$ cat src/rtl/serial_in_parallel_out_deserializer_pkg.sv
// Shared definitions for the serial-in / parallel-out deserializer.
// Contents:
//   DEFAULT_DATA_WIDTH - default word width, the same as the PISO transmitter
//   buf_state_e        - state encoding of the one-deep output buffer
package serial_in_parallel_out_deserializer_pkg;

  localparam int DEFAULT_DATA_WIDTH = 32;

  typedef enum logic [0:0] {
    BUF_EMPTY = 1'b0,
    BUF_FULL  = 1'b1
  } buf_state_e;

endpackage

$ cat src/rtl/serial_in_parallel_out_deserializer_if.sv
// Word-side bus of the deserializer: the assembled word, its handshake, and
// a debug view of the output-buffer state.
// Signals:
//   Parallel_Data_Out  - assembled word (producer -> consumer)
//   Parallel_Valid_Out - buffer holds an unconsumed word (producer -> consumer)
//   Parallel_Ready_In  - consumer can take the word (consumer -> producer)
//   buf_state          - output-buffer FSM state, for observation only
// Modports: master (deserializer side), slave (consumer side).
//
// Handshake: a word transfers on a rising edge where Parallel_Valid_Out and
// Parallel_Ready_In are both 1. Once valid is raised it stays high, and the
// data stays unchanged, until that transfer happens. Ready may change freely
// and is allowed to depend on valid.
interface serial_in_parallel_out_deserializer_if
  import serial_in_parallel_out_deserializer_pkg::*;
#(
  parameter int DATA_WIDTH = DEFAULT_DATA_WIDTH
);

  logic [DATA_WIDTH-1:0] Parallel_Data_Out;
  logic                  Parallel_Valid_Out;
  logic                  Parallel_Ready_In;
  logic [0:0]            buf_state;

  modport master (
    output Parallel_Data_Out,
    output Parallel_Valid_Out,
    output buf_state,
    input  Parallel_Ready_In
  );

  modport slave (
    input  Parallel_Data_Out,
    input  Parallel_Valid_Out,
    input  buf_state,
    output Parallel_Ready_In
  );

endinterface

$ cat src/rtl/serial_in_parallel_out_deserializer_output_buffer.sv
// One-deep valid/ready holding register for completed words.
// Ports:
//   clk, rst  - clock and synchronous active-high reset
//   load      - a completed word is offered this cycle
//   load_data - the completed word
//   bus       - word-side bus (master modport): data, valid, ready, state
//   overrun   - sticky: a completed word arrived while the buffer was full
//               and not being drained; only rst clears it
module sipo_output_buffer
  import serial_in_parallel_out_deserializer_pkg::*;
#(
  parameter int DATA_WIDTH = DEFAULT_DATA_WIDTH
) (
  input  logic                  clk,
  input  logic                  rst,
  input  logic                  load,
  input  logic [DATA_WIDTH-1:0] load_data,
  serial_in_parallel_out_deserializer_if.master bus,
  output logic                  overrun
);

  localparam logic [0:0] ST_EMPTY = BUF_EMPTY;
  localparam logic [0:0] ST_FULL  = BUF_FULL;

  logic [0:0]            state_q;
  logic [DATA_WIDTH-1:0] data_q;
  logic                  overrun_q;

  always_ff @(posedge clk) begin
    if (rst) begin
      state_q   <= ST_EMPTY;
      data_q    <= '0;
      overrun_q <= 1'b0;
    end else begin
      case (state_q)
        ST_EMPTY: begin
          if (load) begin
            data_q  <= load_data;
            state_q <= ST_FULL;
          end
        end
        ST_FULL: begin
          if (bus.Parallel_Ready_In) begin
            // The current word leaves this edge; a word completing on the
            // same edge takes its place without a bubble.
            if (load) begin
              data_q <= load_data;
            end else begin
              state_q <= ST_EMPTY;
            end
          end else if (load) begin
            // Keep the unconsumed word and drop the new one.
            overrun_q <= 1'b1;
          end
        end
        default: begin
          state_q <= ST_EMPTY;
        end
      endcase
    end
  end

  assign bus.Parallel_Data_Out  = data_q;
  assign bus.Parallel_Valid_Out = (state_q == ST_FULL);
  assign bus.buf_state          = state_q;
  assign overrun                = overrun_q;

endmodule

$ cat src/rtl/serial_in_parallel_out_deserializer.sv
// Receive side of a PISO link: collects a qualified serial stream, LSB of
// each word first, into DATA_WIDTH-bit words and hands them to a one-deep
// valid/ready output buffer.
// Ports:
//   Clk_In          - clock, rising edge
//   Reset_In        - synchronous active-high reset, dominates all inputs
//   Sync_Clear_In   - drop the partial word and restart the bit count;
//                     the output buffer is not touched
//   Serial_Valid_In - Serial_Data_In carries a bit this cycle
//   Serial_Data_In  - serial bit
//   bus             - word side (data, valid, ready, buffer state)
//   Bit_Count_Out   - bits held in the current partial word
//   Overrun_Out     - sticky: a completed word was dropped
module serial_in_parallel_out_deserializer
  import serial_in_parallel_out_deserializer_pkg::*;
#(
  parameter int  DATA_WIDTH  = DEFAULT_DATA_WIDTH,
  localparam int COUNT_WIDTH = $clog2(DATA_WIDTH)
) (
  input  logic                   Clk_In,
  input  logic                   Reset_In,
  input  logic                   Sync_Clear_In,
  input  logic                   Serial_Valid_In,
  input  logic                   Serial_Data_In,
  serial_in_parallel_out_deserializer_if.master bus,
  output logic [COUNT_WIDTH-1:0] Bit_Count_Out,
  output logic                   Overrun_Out
);

  localparam logic [COUNT_WIDTH-1:0] LAST_BIT = COUNT_WIDTH'(DATA_WIDTH - 1);

  logic [DATA_WIDTH-1:0]  shreg_q;
  logic [COUNT_WIDTH-1:0] count_q;
  logic [DATA_WIDTH-1:0]  shreg_next;
  logic                   complete;

  // Right shift: after DATA_WIDTH bits the first bit received sits at bit 0.
  assign shreg_next = {Serial_Data_In, shreg_q[DATA_WIDTH-1:1]};

  // A clear in the same cycle swallows the bit, so it cannot complete a word.
  assign complete = Serial_Valid_In && !Sync_Clear_In && (count_q == LAST_BIT);

  always_ff @(posedge Clk_In) begin
    if (Reset_In) begin
      shreg_q <= '0;
      count_q <= '0;
    end else if (Sync_Clear_In) begin
      shreg_q <= '0;
      count_q <= '0;
    end else if (Serial_Valid_In) begin
      shreg_q <= shreg_next;
      // Explicit wrap keeps non-power-of-two widths correct.
      count_q <= (count_q == LAST_BIT) ? '0 : count_q + COUNT_WIDTH'(1);
    end
  end

  sipo_output_buffer #(
    .DATA_WIDTH (DATA_WIDTH)
  ) u_output_buffer (
    .clk       (Clk_In),
    .rst       (Reset_In),
    .load      (complete),
    .load_data (shreg_next),
    .bus       (bus),
    .overrun   (Overrun_Out)
  );

  assign Bit_Count_Out = count_q;

endmodule

$ cat src/flat_wrapper.sv
// flat-port wrapper written by rule: the top's interface ports become plain ports
module serial_in_parallel_out_deserializer_flat import serial_in_parallel_out_deserializer_pkg::*;
#(
  parameter int  DATA_WIDTH  = DEFAULT_DATA_WIDTH,
  localparam int COUNT_WIDTH = $clog2(DATA_WIDTH)
)
  (Clk_In, Reset_In, Sync_Clear_In, Serial_Valid_In, Serial_Data_In, Bit_Count_Out, Overrun_Out, bus_Parallel_Data_Out, bus_Parallel_Valid_Out, bus_buf_state, bus_Parallel_Ready_In);
  serial_in_parallel_out_deserializer_if #(.DATA_WIDTH(DATA_WIDTH)) bus_i ();
  input  logic Clk_In;
  input  logic Reset_In;
  input  logic Sync_Clear_In;
  input  logic Serial_Valid_In;
  input  logic Serial_Data_In;
  output logic [COUNT_WIDTH-1:0] Bit_Count_Out;
  output logic Overrun_Out;
  output wire logic [$bits(bus_i.Parallel_Data_Out)-1:0] bus_Parallel_Data_Out;
  output wire logic [$bits(bus_i.Parallel_Valid_Out)-1:0] bus_Parallel_Valid_Out;
  output wire logic [$bits(bus_i.buf_state)-1:0] bus_buf_state;
  input wire logic [$bits(bus_i.Parallel_Ready_In)-1:0] bus_Parallel_Ready_In;
  assign bus_Parallel_Data_Out = bus_i.Parallel_Data_Out;
  assign bus_Parallel_Valid_Out = bus_i.Parallel_Valid_Out;
  assign bus_buf_state = bus_i.buf_state;
  assign bus_i.Parallel_Ready_In = bus_Parallel_Ready_In;
  serial_in_parallel_out_deserializer #(.DATA_WIDTH(DATA_WIDTH)) u_core (.Clk_In(Clk_In), .Reset_In(Reset_In), .Sync_Clear_In(Sync_Clear_In), .Serial_Valid_In(Serial_Valid_In), .Serial_Data_In(Serial_Data_In), .bus(bus_i), .Bit_Count_Out(Bit_Count_Out), .Overrun_Out(Overrun_Out));
endmodule
$ cat config.mk
export PLATFORM = sky130hd
export DESIGN_NAME = serial_in_parallel_out_deserializer_flat
export DESIGN_NICKNAME = d
export VERILOG_FILES = /design/src/rtl/serial_in_parallel_out_deserializer_pkg.sv /design/src/rtl/serial_in_parallel_out_deserializer_if.sv /design/src/rtl/serial_in_parallel_out_deserializer_output_buffer.sv /design/src/rtl/serial_in_parallel_out_deserializer.sv /design/src/flat_wrapper.sv
export SDC_FILE = /design/constraint.sdc
export NUM_CORES = 1
export LEC_CHECK = 0
export CAP_MARGIN = 40
export CORE_MARGIN = 2
export CORE_UTILIZATION = 30
export CTS_CLUSTER_DIAMETER = 30
export CTS_CLUSTER_SIZE = 30
export DETAILED_ROUTE_END_ITERATION = 7
export GPL_TIMING_DRIVEN = 0
export PLACE_DENSITY = 0.58
export SYNTH_ARGS = -nofsm -noshare
export SYNTH_HDL_FRONTEND = slang
export SYNTH_HIERARCHICAL = 1
export SYNTH_SLANG_ARGS = --single-unit
$ cat constraint.sdc
create_clock -name Clk_In -period 2.5 [get_ports Clk_In]
set_input_delay 0.5 -clock Clk_In [delete_from_list [all_inputs] [get_ports Clk_In]]
set_output_delay 0.5 -clock Clk_In [all_outputs]
set_load 0.02 [all_outputs]
* Word level (Yosys, flattened, before mapping)
Index checks and enable logic that the tools add are counted.
** Storage, ports and cells
- Bits in registers :: 71
- Input bits :: 6
- Word-level logic and storage cells :: 22
** Operators by class
- Add/sub/neg operators :: 1
- Equal/unequal tests :: 2
- Muxes and demuxes :: 7
- Bitwise gates (word level) :: 2
- Reduce and logical (&&, ||, !) cells :: 5
** Operators by type and width (number)
- 32-bit 2-to-1 mux :: 2
- 32-bit case mux with 2 select lines :: 1
- 5-bit by 1-bit adder with 5-bit output, second input constant :: 1
- 5-bit equality test, second input constant :: 1
- 5-bit 2-to-1 mux :: 1
- 3-bit AND reduction :: 1
- 1-bit logical AND :: 2
- 1-bit 2-to-1 mux :: 2
- 2-bit inequality test, second input constant :: 1
- 1-bit NOT :: 2
- 1-bit case mux with 2 select lines :: 1
- 2-bit OR reduction :: 1
- 1-bit logical NOT :: 1

* Depth between registers and ports, before layout
- Depth after elaboration :: 6
- Mapped depth :: 9

* By module
The synthesis kept the hierarchy.
** By module, submodules not included
- sipo_output_buffer :: times used 1, cells an instance 148, area an instance 1546.5 um^2, seq. area each 680.7 um^2
- serial_in_parallel_out_deserializer :: times used 1, cells an instance 128, area an instance 1338.8 um^2, seq. area each 720.7 um^2

* Worst setup path before layout
No wires, ideal clock.
- Path kind :: register -> register
- Start point :: register u_core.count_q[0] (netlist: u_core/Bit_Count_Out[0])
- End point :: register u_core.u_output_buffer.data_q[0] (netlist: u_core/u_output_buffer/bus.Parallel_Data_Out[0])
- Data arrival time :: 1855 ps
- Data required time :: 2428 ps
- Setup slack :: 574 ps
- Cell stages (with the launch flop) :: 10
- Buffers on the path :: 2
- Period minus slack after synthesis :: 1926 ps
- Cells stage by stage :: dfxtp_1 -> ha_1 -> and3_1 -> ha_1 -> nand2_1 -> nor2_1 -> nor2b_2 -> buf_6 -> buf_12 -> mux2i_1
** Between the ends
- Cells in the longest elaborated chain, start to end :: 5
** RTL lines
- start, declared :: line serial_in_parallel_out_deserializer.sv:33 : logic [COUNT_WIDTH-1:0] count_q;
- start signal, assigned :: line serial_in_parallel_out_deserializer.sv:53 : count_q <= (count_q == LAST_BIT) ? '0 : count_q + COUNT_WIDTH'(1);
- 5-bit equality test (*) :: line serial_in_parallel_out_deserializer.sv:41 : assign complete = Serial_Valid_In && !Sync_Clear_In && (count_q == LAST_BIT);
- 1-bit logical AND (*) :: line serial_in_parallel_out_deserializer.sv:41
- via u_core.complete :: line serial_in_parallel_out_deserializer.sv:35 : logic complete;
- 32-bit 2-to-1 mux (*)
- 32-bit 2-to-1 mux
- 32-bit case mux with 2 select lines (*)
- end signal, assigned :: line serial_in_parallel_out_deserializer_output_buffer.sv:38 : data_q <= load_data;
- end signal, assigned :: line serial_in_parallel_out_deserializer_output_buffer.sv:47 : data_q <= load_data;
- end, declared :: line serial_in_parallel_out_deserializer_output_buffer.sv:26 : logic [DATA_WIDTH-1:0] data_q;
Mark *: on every way through the listed nets, which the timed path passes. The rest lies on a longest branch. The select of a mux whose other input is x is not followed.
A chain may end at the register's enable or synchronous reset.

* Worst setup path in the final report
- Start point :: register u_core.count_q[0] (netlist: u_core/Bit_Count_Out[0])
- End point :: register u_core.u_output_buffer.data_q[24] (netlist: u_core/u_output_buffer/bus.Parallel_Data_Out[24])
Same word-level chain as after synthesis.

==> summary.md <==
| Metric | Value |
|---|---|
| Yosys Warn Count | `6` |
| Cells after synthesis | `276` |
| Top achievable clock speed | `0.494 GHz` |
| Cts repair resizes | `0` |
| Wire length per cell | `11.9 µm` |
| Leakage | `1.30 nW` |
| Cell Rows | `35` |
| Port bufs | `45` |
| Detail-routed via count per cell | `4.18` |
| GRT overflow | `0` |
| RSZ-0062 raised after global routing | `false` |
| Min Tclk post-route | `2030 ps` |
| Syn avg cell area | `10.5 µm²` |
| Fin Setup TNS | `0 ps` |
| Critical Path Fanout Max | `10` |
| CP Buf/Inv Count | `2` |
| Clk sinks | `70` |
| Root buf cell | `clkbuf_8` |
| Hold buffers post-CTS | `0` |
| CTS buffer count | `9` |
| Reg clk slew, reported paths | `70 ps` |
| Ant diodes | `0` |
| Hold Violations, Final | `0` |
| Slew Limit Headroom | `74.3%` |
| Initial DRC Count | `22` |
| Tcrit/Tclk final | `81.0%` |
| Peak supply drop | `0.241 mV` |
| Yosys top cell area share | `48.6%` |
| Post-route cell area | `3680 µm²` |
| Final Max Slew Viols | `0` |
| CP max-delay cell | `dfxtp_1` |
| Drt first pass iters | `4` |
| Routed WL | `5.53 mm` |
| Clk_lat worst skew | `340 ps` |
| Req. time, crit path | `2770 ps` |
| Crit-path max cell delay | `420 ps` |
| Layout cell share with drive strength beyond 1 | `9.23%` |
| Width of the chip | `102 µm` |
| Via Count | `1945` |
| Status | `complete, no violations` |
| Top Ports | `46` |
| Yosys reg bits | `70` |
| CTS tree | `yes` |
| First-pass GRT wire length | `9.40 mm` |
| Number of post-CTS setup repair buffers | `0` |
| Total of max-cap violations | `0` |
| CTS H-Tree Depth | `3` |
| Syn Nets | `284` |
| Crit-path cells | `ha_1, and3_1, ha_1, nand2_1, nor2_1, nor2b_2, buf_6, buf_12, mux2i_1` |
| Clock skew | `11.0 ps` |
| Cell taking the most area after synthesis | `dfxtp_1` |
| CP arrival | `2290 ps` |
| Seq/Total Area, Yosys | `48.6%` |
| Commonest non-fill, non-tap cell in the layout | `dfxtp_1` |
| Mapped cell area | `2890 µm²` |
| PD cells | `568 nW/µm²` |
| Core area | `9280 µm²` |
| Final #Nets | `340` |
| Die Ht | `102 µm` |
| Hold Slack | `474 ps` |
| Finish-stage setup viols | `0` |
| Final setup margin | `474 ps` |
| Initial antenna violation count | `0` |
| DP Area | `3500 µm²` |
| CP endpoint kind | `flip-flop` |
| Startpoint Class | `flip-flop` |
| Pre-CTS WS | `261 ps` |
| Most frequent cells in the layout | `dfxtp_1 (70), mux2i_1 (66), nand2b_1 (64)` |
| Hold WC Path Type | `flip-flop to flip-flop` |
| Area contributors post-synth | `dfxtp_1 (49%), mux2i_1 (23%), nand2b_1 (14%), nor2_1 (5.2%), buf_12 (2.1%)` |
| Crit Path Class | `flip-flop to flip-flop` |
| Die footprint | `10400 µm²` |
| Initial Util | `31.1%` |
| Netlist cell types | `21` |
| Largest net degree at the start of global routing | `12` |
| Area growth syn-to-layout | `27.7%` |
| Most used cell, CP | `ha_1` |
| Vias in the first global route | `1975` |
| Worst Max-Slew Pin Slew | `386 ps` |
| HPWL Detailed | `3.92 mm` |
| GRT Total Usage | `11.6%` |
| RePlAce Congestion | `0.760` |
| CP top delay family | `simple AND/OR/NAND/NOR gates` |
| ANT nets after route | `0` |
| Drt drc | `0` |
| CTS Buffer Depth | `2` |
metrics by stage:
stage | std cells | power [mW] | utilization (%)
floorplan | 276 | 1.21 | -
global placement | 450 | 1.23 | 37.7
detailed placement | 450 | 1.24 | 37.7
CTS | 465 | 2.12 | 39.7
global route | 465 | 2.17 | 39.7
finish | 465 | 2.09 | 39.7
power breakdown:
part / internal (mW) / switching [mW]
combinational: 0.0447 / 0.0447
sequential: 1.12 / 0.00214
clock: 0.475 / 0.411
sequential cells by signal, indices dropped and copies added (netlist names):
signal	flops
u_core/u_output_buffer/bus.Parallel_Valid_Out	1
u_core/u_output_buffer/bus.Parallel_Data_Out	32
u_core/Bit_Count_Out	5
u_core/u_output_buffer/overrun	1
u_core/shreg_q	31
synth_stat cells:
library cell / number
ha_1: 2
nor2b_4: 1
nand2_1: 1
nand3_1: 1
buf_6: 1
buf_2: 6
clkbuf_1: 6
buf_4: 4
nand4_1: 2
nand2b_1: 64
o21ai_0: 1
dfxtp_1: 70
nor2_1: 40
nor4bb_1: 1
a21oi_1: 3
nor3b_1: 1
and3_1: 1
mux2i_1: 66
buf_12: 3
or2_1: 1
nor2b_2: 1
routing by layer:
layer / track usage, % / wire length (µm)
met5: 0 / 0
met4: 4.92 / 80
met1: 14.6 / 2600
met2: 17.8 / 2520
met3: 4.38 / 324
worst paths after layout:
kind                    end                            startpoint  slack (ps)  cells past startpoint
setup / recovery  flip-flop  u_core/Bit_Count_Out[0]$_SDFFE_PP0P_         470                      9
hold / removal    flip-flop                             flip-flop         470                      2
setup reg to reg  flip-flop  u_core/Bit_Count_Out[0]$_SDFFE_PP0P_         470                      9
hold reg to reg   flip-flop                             flip-flop         470                      2
cell families (layout without fill, tap and decap cells):
group | Yosys count | count (layout) | synth area share [%]
adder cells (fa/ha/maj) | 2 | 2 | 0.867
AND/OR/NAND/NOR | 114 | 114 | 21.6
AO/OA/AOI/OAI | 4 | 4 | 0.694
flip-flops | 70 | 70 | 48.6
buffers and inverters | 20 | 80 | 5.33
multiplexers | 66 | 66 | 22.9
worst reg2reg max path, cell delays in order (launching register included):
cell,delay (ps)
dfxtp_1,420
ha_1,220
and3_1,170
ha_1,220
nand2_1,100
nor2_1,150
nor2b_2,180
buf_6,160
buf_12,150
mux2i_1,190
final cells by class:
class	count	area, µm²
tap	129	161
clock buffer	10	138
fill	982	5600
clock inverter	5	50.0
timing repair buffer	45	450
multi-input combinational	186	1330
sequential	70	1400
buffer	20	154
No activity file was read; power rests on OpenSTA's default activity.
